## config.mk

```make
export PLATFORM = sky130hd
export DESIGN_NAME = spatz_cache_port_merger
export DESIGN_NICKNAME = d
export VERILOG_FILES = /design/src/rtl/spatz_cache_port_merger.sv
export SDC_FILE = /design/constraint.sdc
export NUM_CORES = 1
export LEC_CHECK = 0
export BUFFER_PORTS_ARGS = -buffer_cell sky130_fd_sc_hd__buf_4
export CORE_AREA = 2 2 137 139
export CTS_CLUSTER_DIAMETER = 60
export CTS_CLUSTER_SIZE = 12
export DETAILED_ROUTE_END_ITERATION = 16
export DIE_AREA = 0 0 139 141
export GPL_TIMING_DRIVEN = 0
export SYNTH_ARGS = -nofsm -noshare
export SYNTH_HDL_FRONTEND = slang
export SYNTH_SLANG_ARGS = --single-unit
```

## constraint.sdc

```tcl
create_clock -name clk_i -period 4.08 [get_ports clk_i]
set_clock_uncertainty 0.1 [all_clocks]
set_input_delay 0.816 -clock clk_i [delete_from_list [all_inputs] [get_ports clk_i]]
set_output_delay 0.816 -clock clk_i [all_outputs]
set_load 0.02 [all_outputs]
```

## src/rtl/spatz_cache_port_merger.sv

```systemverilog
// Merges two Spatz core request ports onto one cache bank port (round-robin with line lock),
// tags requests with the core ID, limits outstanding requests and steers responses back.
// Optional statistics counters: `define SPATZ_PORT_MERGER_STATS_EN.
module spatz_cache_port_merger #(
    parameter int unsigned AddrWidth      = 32,
    parameter int unsigned DataWidth      = 32,
    parameter int unsigned UserWidth      = 8,
    parameter int unsigned CoreIdBit      = 0,
    parameter int unsigned LineOffset     = 6,
    parameter int unsigned MaxOutstanding = 8,
    parameter int unsigned LockMax        = 4
) (
    input  logic                       clk_i,
    input  logic                       rst_ni,
    input  logic [2*AddrWidth-1:0]     inp_addr_i,
    input  logic [1:0]                 inp_write_i,
    input  logic [2*DataWidth-1:0]     inp_data_i,
    input  logic [2*DataWidth/8-1:0]   inp_strb_i,
    input  logic [2*UserWidth-1:0]     inp_user_i,
    input  logic [1:0]                 inp_valid_i,
    output logic [1:0]                 inp_ready_o,
    output logic [AddrWidth-1:0]       oup_addr_o,
    output logic                       oup_write_o,
    output logic [DataWidth-1:0]       oup_data_o,
    output logic [DataWidth/8-1:0]     oup_strb_o,
    output logic [UserWidth-1:0]       oup_user_o,
    output logic                       oup_valid_o,
    input  logic                       oup_ready_i,
    input  logic [DataWidth-1:0]       rsp_data_i,
    input  logic [UserWidth-1:0]       rsp_user_i,
    input  logic                       rsp_valid_i,
    output logic                       rsp_ready_o,
    output logic [2*DataWidth-1:0]     core_rsp_data_o,
    output logic [1:0]                 core_rsp_valid_o,
    input  logic [1:0]                 core_rsp_ready_i,
    input  logic                       flush_i,
    output logic                       drained_o
`ifdef SPATZ_PORT_MERGER_STATS_EN
    ,
    output logic [63:0]                stat_grant_o,
    output logic [31:0]                stat_lock_o,
    output logic [31:0]                stat_stall_o
`endif
);

    localparam int unsigned StrbWidth = DataWidth / 8;
    localparam int unsigned LineWidth = AddrWidth - LineOffset;
    localparam int unsigned CntWidth  = 8;
    localparam logic [CntWidth-1:0] MaxCnt  = CntWidth'(MaxOutstanding);
    localparam logic [CntWidth-1:0] LockLim = CntWidth'(LockMax);
    localparam logic [CntWidth-1:0] CntOne  = CntWidth'(1);
    localparam logic [CntWidth-1:0] CntSat  = {CntWidth{1'b1}};

    typedef enum logic {StIdle = 1'b0, StHold = 1'b1} state_e;

    function automatic logic [LineWidth-1:0] line_of(input logic [AddrWidth-1:0] addr);
        return addr[AddrWidth-1:LineOffset];
    endfunction

    state_e                 state_q, state_d;
    logic                   active_q;
    logic                   hold_core_q;
    logic [CntWidth-1:0]    cnt_q [2];
    logic [CntWidth-1:0]    cnt_d [2];
    logic                   last_core_q;
    logic [LineWidth-1:0]   last_line_q;
    logic [CntWidth-1:0]    lock_cnt_q, lock_cnt_d;
    logic                   rr_q;
    logic                   drained_q;

    logic [AddrWidth-1:0]   addr_s [2];
    logic [DataWidth-1:0]   data_s [2];
    logic [StrbWidth-1:0]   strb_s [2];
    logic [UserWidth-1:0]   user_s [2];
    logic [1:0]             elig_s;
    logic                   lock_hit_s;
    logic                   win_s;
    logic                   sel_s;
    logic                   req_valid_s;
    logic                   accept_s;
    logic                   rsp_id_s;
    logic                   rsp_fire_s;
    logic                   same_s;

    // Unpack per-core request fields and evaluate eligibility.
    always_comb begin
        for (int c = 0; c < 2; c++) begin
            addr_s[c] = inp_addr_i[c*AddrWidth +: AddrWidth];
            data_s[c] = inp_data_i[c*DataWidth +: DataWidth];
            strb_s[c] = inp_strb_i[c*StrbWidth +: StrbWidth];
            user_s[c] = inp_user_i[c*UserWidth +: UserWidth];
            elig_s[c] = active_q && inp_valid_i[c] && (cnt_q[c] < MaxCnt) && !flush_i;
        end
    end

    // Winner selection: line lock first, round-robin otherwise.
    always_comb begin
        lock_hit_s = 1'b0;
        win_s      = rr_q;
        if (elig_s[last_core_q] && (line_of(addr_s[last_core_q]) == last_line_q)
            && (lock_cnt_q < LockLim)) begin
            lock_hit_s = 1'b1;
            win_s      = last_core_q;
        end else if (elig_s[rr_q]) begin
            win_s = rr_q;
        end else begin
            win_s = ~rr_q;
        end
    end

    // Request mux and handshake; a held request keeps its source core.
    always_comb begin
        sel_s       = (state_q == StHold) ? hold_core_q : win_s;
        req_valid_s = (state_q == StHold) || (|elig_s);
        oup_valid_o = req_valid_s;
        oup_addr_o  = addr_s[sel_s];
        oup_write_o = inp_write_i[sel_s];
        oup_data_o  = data_s[sel_s];
        oup_strb_o  = strb_s[sel_s];
        oup_user_o  = user_s[sel_s];
        oup_user_o[CoreIdBit] = sel_s;
        inp_ready_o = 2'b00;
        if (req_valid_s) begin
            inp_ready_o[sel_s] = oup_ready_i;
        end else begin
            inp_ready_o = 2'b00;
        end
        accept_s = req_valid_s && oup_ready_i;
    end

    // Next-state logic of the grant FSM.
    always_comb begin
        state_d = state_q;
        case (state_q)
            StIdle: begin
                if ((|elig_s) && !oup_ready_i) state_d = StHold;
                else                           state_d = StIdle;
            end
            StHold: begin
                if (oup_ready_i) state_d = StIdle;
                else             state_d = StHold;
            end
            default: state_d = StIdle;
        endcase
    end

    // Response steering by the core-ID tag echoed in the user field.
    always_comb begin
        rsp_id_s         = rsp_user_i[CoreIdBit];
        core_rsp_data_o  = {2{rsp_data_i}};
        core_rsp_valid_o = 2'b00;
        if (active_q && rsp_valid_i) begin
            core_rsp_valid_o[rsp_id_s] = 1'b1;
        end else begin
            core_rsp_valid_o = 2'b00;
        end
        rsp_ready_o = active_q && core_rsp_ready_i[rsp_id_s];
        rsp_fire_s  = rsp_valid_i && rsp_ready_o;
    end

    // Outstanding counters (request and response together cancel) and lock count.
    always_comb begin
        for (int c = 0; c < 2; c++) begin
            cnt_d[c] = cnt_q[c];
            if (accept_s && (sel_s == 1'(c)) && !(rsp_fire_s && (rsp_id_s == 1'(c)))) begin
                cnt_d[c] = cnt_q[c] + CntOne;
            end else if (!(accept_s && (sel_s == 1'(c))) && rsp_fire_s
                         && (rsp_id_s == 1'(c)) && (cnt_q[c] != '0)) begin
                cnt_d[c] = cnt_q[c] - CntOne;
            end else begin
                cnt_d[c] = cnt_q[c];
            end
        end
        same_s     = (sel_s == last_core_q) && (line_of(oup_addr_o) == last_line_q);
        lock_cnt_d = lock_cnt_q;
        if (accept_s) begin
            if (same_s) lock_cnt_d = (lock_cnt_q == CntSat) ? lock_cnt_q : lock_cnt_q + CntOne;
            else        lock_cnt_d = CntOne;
        end else begin
            lock_cnt_d = lock_cnt_q;
        end
    end

    // State, counters, arbitration history and drain flag.
    always_ff @(posedge clk_i or negedge rst_ni) begin
        if (!rst_ni) begin
            state_q     <= StIdle;
            active_q    <= 1'b0;
            hold_core_q <= 1'b0;
            cnt_q[0]    <= '0;
            cnt_q[1]    <= '0;
            last_core_q <= 1'b0;
            last_line_q <= '0;
            lock_cnt_q  <= '0;
            rr_q        <= 1'b0;
            drained_q   <= 1'b0;
        end else begin
            active_q   <= 1'b1;
            state_q    <= state_d;
            cnt_q[0]   <= cnt_d[0];
            cnt_q[1]   <= cnt_d[1];
            lock_cnt_q <= lock_cnt_d;
            drained_q  <= active_q && flush_i && (cnt_q[0] == '0) && (cnt_q[1] == '0)
                          && (state_q == StIdle);
            if ((state_q == StIdle) && (state_d == StHold)) begin
                hold_core_q <= win_s;
            end
            if (accept_s) begin
                last_core_q <= sel_s;
                last_line_q <= line_of(oup_addr_o);
                rr_q        <= ~sel_s;
            end
        end
    end

    assign drained_o = drained_q;

`ifdef SPATZ_PORT_MERGER_STATS_EN
    logic        flush_q;
    logic        hold_lock_q;
    logic        took_lock_s;
    logic [31:0] grant_q [2];
    logic [31:0] lock_q;
    logic [31:0] stall_q;

    assign took_lock_s = (state_q == StHold) ? hold_lock_q : lock_hit_s;

    // Statistics counters; cleared on the rising edge of flush_i.
    always_ff @(posedge clk_i or negedge rst_ni) begin
        if (!rst_ni) begin
            flush_q     <= 1'b0;
            hold_lock_q <= 1'b0;
            grant_q[0]  <= 32'd0;
            grant_q[1]  <= 32'd0;
            lock_q      <= 32'd0;
            stall_q     <= 32'd0;
        end else begin
            flush_q <= flush_i;
            if ((state_q == StIdle) && (state_d == StHold)) begin
                hold_lock_q <= lock_hit_s;
            end
            if (flush_i && !flush_q) begin
                grant_q[0] <= 32'd0;
                grant_q[1] <= 32'd0;
                lock_q     <= 32'd0;
                stall_q    <= 32'd0;
            end else begin
                if (accept_s) grant_q[sel_s] <= grant_q[sel_s] + 32'd1;
                if (accept_s && took_lock_s) lock_q <= lock_q + 32'd1;
                if (state_q == StHold) stall_q <= stall_q + 32'd1;
            end
        end
    end

    assign stat_grant_o = {grant_q[1], grant_q[0]};
    assign stat_lock_o  = lock_q;
    assign stat_stall_o = stall_q;
`endif

endmodule

```

==> results.ini <==
[timing]
period_needed_ps=4220
timing.final.crit_share=1.04
setup_viol_count_final=67
hold_violations=0
whs_ps=372
rsz0062_at_grt=true
worst_slack_ps=-144
slew_headroom=0.477
max_clock_freq_mhz=237
slew_violations=0
worst_pin_slew_ps=784

[floorplan]
die_h_um=141
coreArea_mm2=0.0183
io-pin-count=351
start_util=0.302
die_w_um=139
num_rows=50
fp.dieArea_mm2=0.0196

[synthesis]
synth_area_leader_cell=dfrtp_1
syn_nets=874
yosys_warnings=0
synth_common_cells=116 x nand2_1, 65 x buf_4, 56 x dfrtp_1, 54 x mux2_2, 47 x xnor2_1
synth_seq_area_share=0.254
synthDistinctLibCells=60
syn_inst=656
synth-main-ff-cell=dfrtp_1
synth_most_common_cell=nand2_1
yosys.area.top_type_share=0.254
synth_edf_count=0
ys_ff_latch=56
synth_area_per_cell_um2=8.41
synthesis.area_mm2=0.00552
synthArstFlopShare=1.00
ys_top_cells_by_area=dfrtp_1 25%, mux2_2 11%, buf_4 8.8%, nand2_1 7.9%, xnor2_1 7.5%

[worst_setup_path]
worstSetupPathType=reg -> out
arrival_ps=3310
required_ps=3160
cp_max_fo=10
worstSetupEndpointType=output pin
start_kind=flop
worstPathCellList=buf_6 -> buf_8 -> mux2i_1 -> xnor2_1 -> nor3_2 -> and3_1 -> a31o_2 -> o21a_4 -> buf_12 -> clkbuf_16 -> buf_12 -> mux2_4 -> buf_6
slowest_stage=dfrtp_1
cp_slowest_stage_delay_ps=380

[global_routing]
overflow=0
grt_pass1_wl_mm=34.9
grt_max_degree=57
grt_pass1_vias=5740
grt_util_all_layers=0.231
antenna_found_initial=2

[run]
max-cap-violations=0

[power_and_ir_drop]
p_per_area_mw_per_mm2=587
peakVddDrop_mv=0.289
p_leak_uw=0.00480

[clocking]
h-tree-depth=2
hold_buffers=0
clk_pin_slew_ps=80
clock_latency_ps=310
cts.sink_count=56
cts_buffer_depth=2
cts_root_buffer=clkbuf_16
cts_tree=done
cts_made_buffers=5

[place]
pre_cts_ws_ps=-1170
place_congestion=0.905
portBuffers=309
dp.final_hpwl_mm=18.9

[finish]
multi_input_area_mm2=0.00381
regArea_mm2=0.00140
fillCellCount=1734
area_growth_pct=72.8
fin_nets=1226
drive_gt1_frac=0.535

[run_status]
status=finished with violations
violations=negative setup slack

[detailed_routing]
firstDrtPassIters=5
drt_iter0_markers=435
drc_errors=0
drt_wl_total_mm=24.5
routedWlPerCell_um=19.7
ant_nets=0
via_per_inst=4.88
vias=6072

[worst_hold_path]
hp-class=reg -> reg

-- stage by stage --
stage | util | TNS (ps) | power, µW | area [µm²] | std cells
after floorplan | - | 0 | 2990 | 5530 | 656
after global placement | 0.446 | -57800 | 4070 | 8140 | 1199
after detailed placement | 0.446 | -57490 | 4090 | 8140 | 1199
after CTS | 0.491 | -2780 | 5120 | 8970 | 1227
after global routing | 0.521 | -12170 | 5890 | 9530 | 1243
final | 0.522 | -4710 | 5590 | 9530 | 1245
-- report_power, final --
part,internal (µW),total (µW),switching [µW]
combinational,2110,4100,2000
clock,246,466,220
sequential,771,1020,250
total,3120,5590,2470
-- worst max-delay path: cells and delay by family, from the launching register on --
family | cells | cell delay, ps
simple gates | 2 | 330
buf+inv | 6 | 890
flops | 1 | 380
compound gates | 2 | 530
xor+xnor | 1 | 380
mux | 2 | 480
-- registers in the layout, summed over array words and instances (netlist names) --
register	cells
active_q	1
state_q	1
hold_core_q	1
rr_q	1
cnt_q	16
last_core_q	1
lock_cnt_q	8
drained_o	1
last_line_q	26
-- metal layers --
metal / vias to the layer above / global-route usage / wire (µm)
met2: 266 / 0.382 / 11600
met3: 13 / 0.0469 / 1910
met4: 0 / 0.0298 / 157
li1: 2896 / - / -
met1: 2897 / 0.322 / 10800
met5: - / 0 / 0
-- kinds of logic (layout without fill, tap and decap cells) --
| family | after synthesis | in the layout | synth area share |
|---|---|---|---|
| muxes | 94 | 94 | 0.183 |
| AOI/OAI and AO/OA | 96 | 96 | 0.110 |
| DFF | 56 | 56 | 0.254 |
| and+or+nand+nor | 207 | 207 | 0.181 |
| other | 1 | 3 | 0.000680 |
| xor gates and xnor gates | 63 | 63 | 0.100 |
| adders and majority gates | 15 | 15 | 0.0368 |
| buffers and inverters | 124 | 477 | 0.134 |
-- final timing paths --
path                                               from                          to  slack, ps  depth (start not counted)
worst max-delay path            last_core_q$_DFFE_PN0P_              oup_data_o[24]       -140                         13
worst min-delay path              cnt_q[15]$_DFFE_PN0P_       cnt_q[15]$_DFFE_PN0P_        370                          1
worst max register to register  last_core_q$_DFFE_PN0P_       cnt_q[15]$_DFFE_PN0P_        -40                         20
worst min register to register    cnt_q[15]$_DFFE_PN0P_       cnt_q[15]$_DFFE_PN0P_        370                          1
max in group asynchronous                        rst_ni  last_line_q[0]$_DFFE_PN0P_       2870                          1
min in group asynchronous                        rst_ni   lock_cnt_q[2]$_DFFE_PN0P_        490                          1
-- repair_timing --
item | 4_1_cts | 5_1_grt
gates resized for setup | 127 | 96
buffers inserted | 17 | 13
gates cloned | 3 | 3
setup endpoints to repair | 89 | 89
pin swaps | 11 | 30
-- cell usage in the layout, fill, tap and decap left out, drive strengths merged, types with 2 or more instances in the layout --
cell	instances
a21boi	3
mux2i	39
and4b	2
a221oi	3
buf	423
a21o	5
fa	2
nand4	11
or4	2
nor3b	3
nor4	10
nand2	116
nor3	7
xor2	16
and3	7
o21ai	30
nor2b	16
nand3	6
dfrtp	56
nor2	17
o22ai	7
o211ai	6
diode	2
nand3b	3
xnor2	47
mux2	55
o21bai	6
a21oi	22
or3b	2
clkbuf	18
and2	3
ha	13
inv	35
-- final cells by class --
type | count | share of cell area
diodes | 2 | 0.000525
plain buffers | 89 | 0.0823
clock buffers | 7 | 0.0150
clock inverters | 1 | 0.000788
inverters | 35 | 0.0140
multi-input cells | 476 | 0.400
flip-flops and latches | 56 | 0.147
well taps | 234 | 0.0307
repair buffers | 345 | 0.309
(Power assumes the default switching activity.)
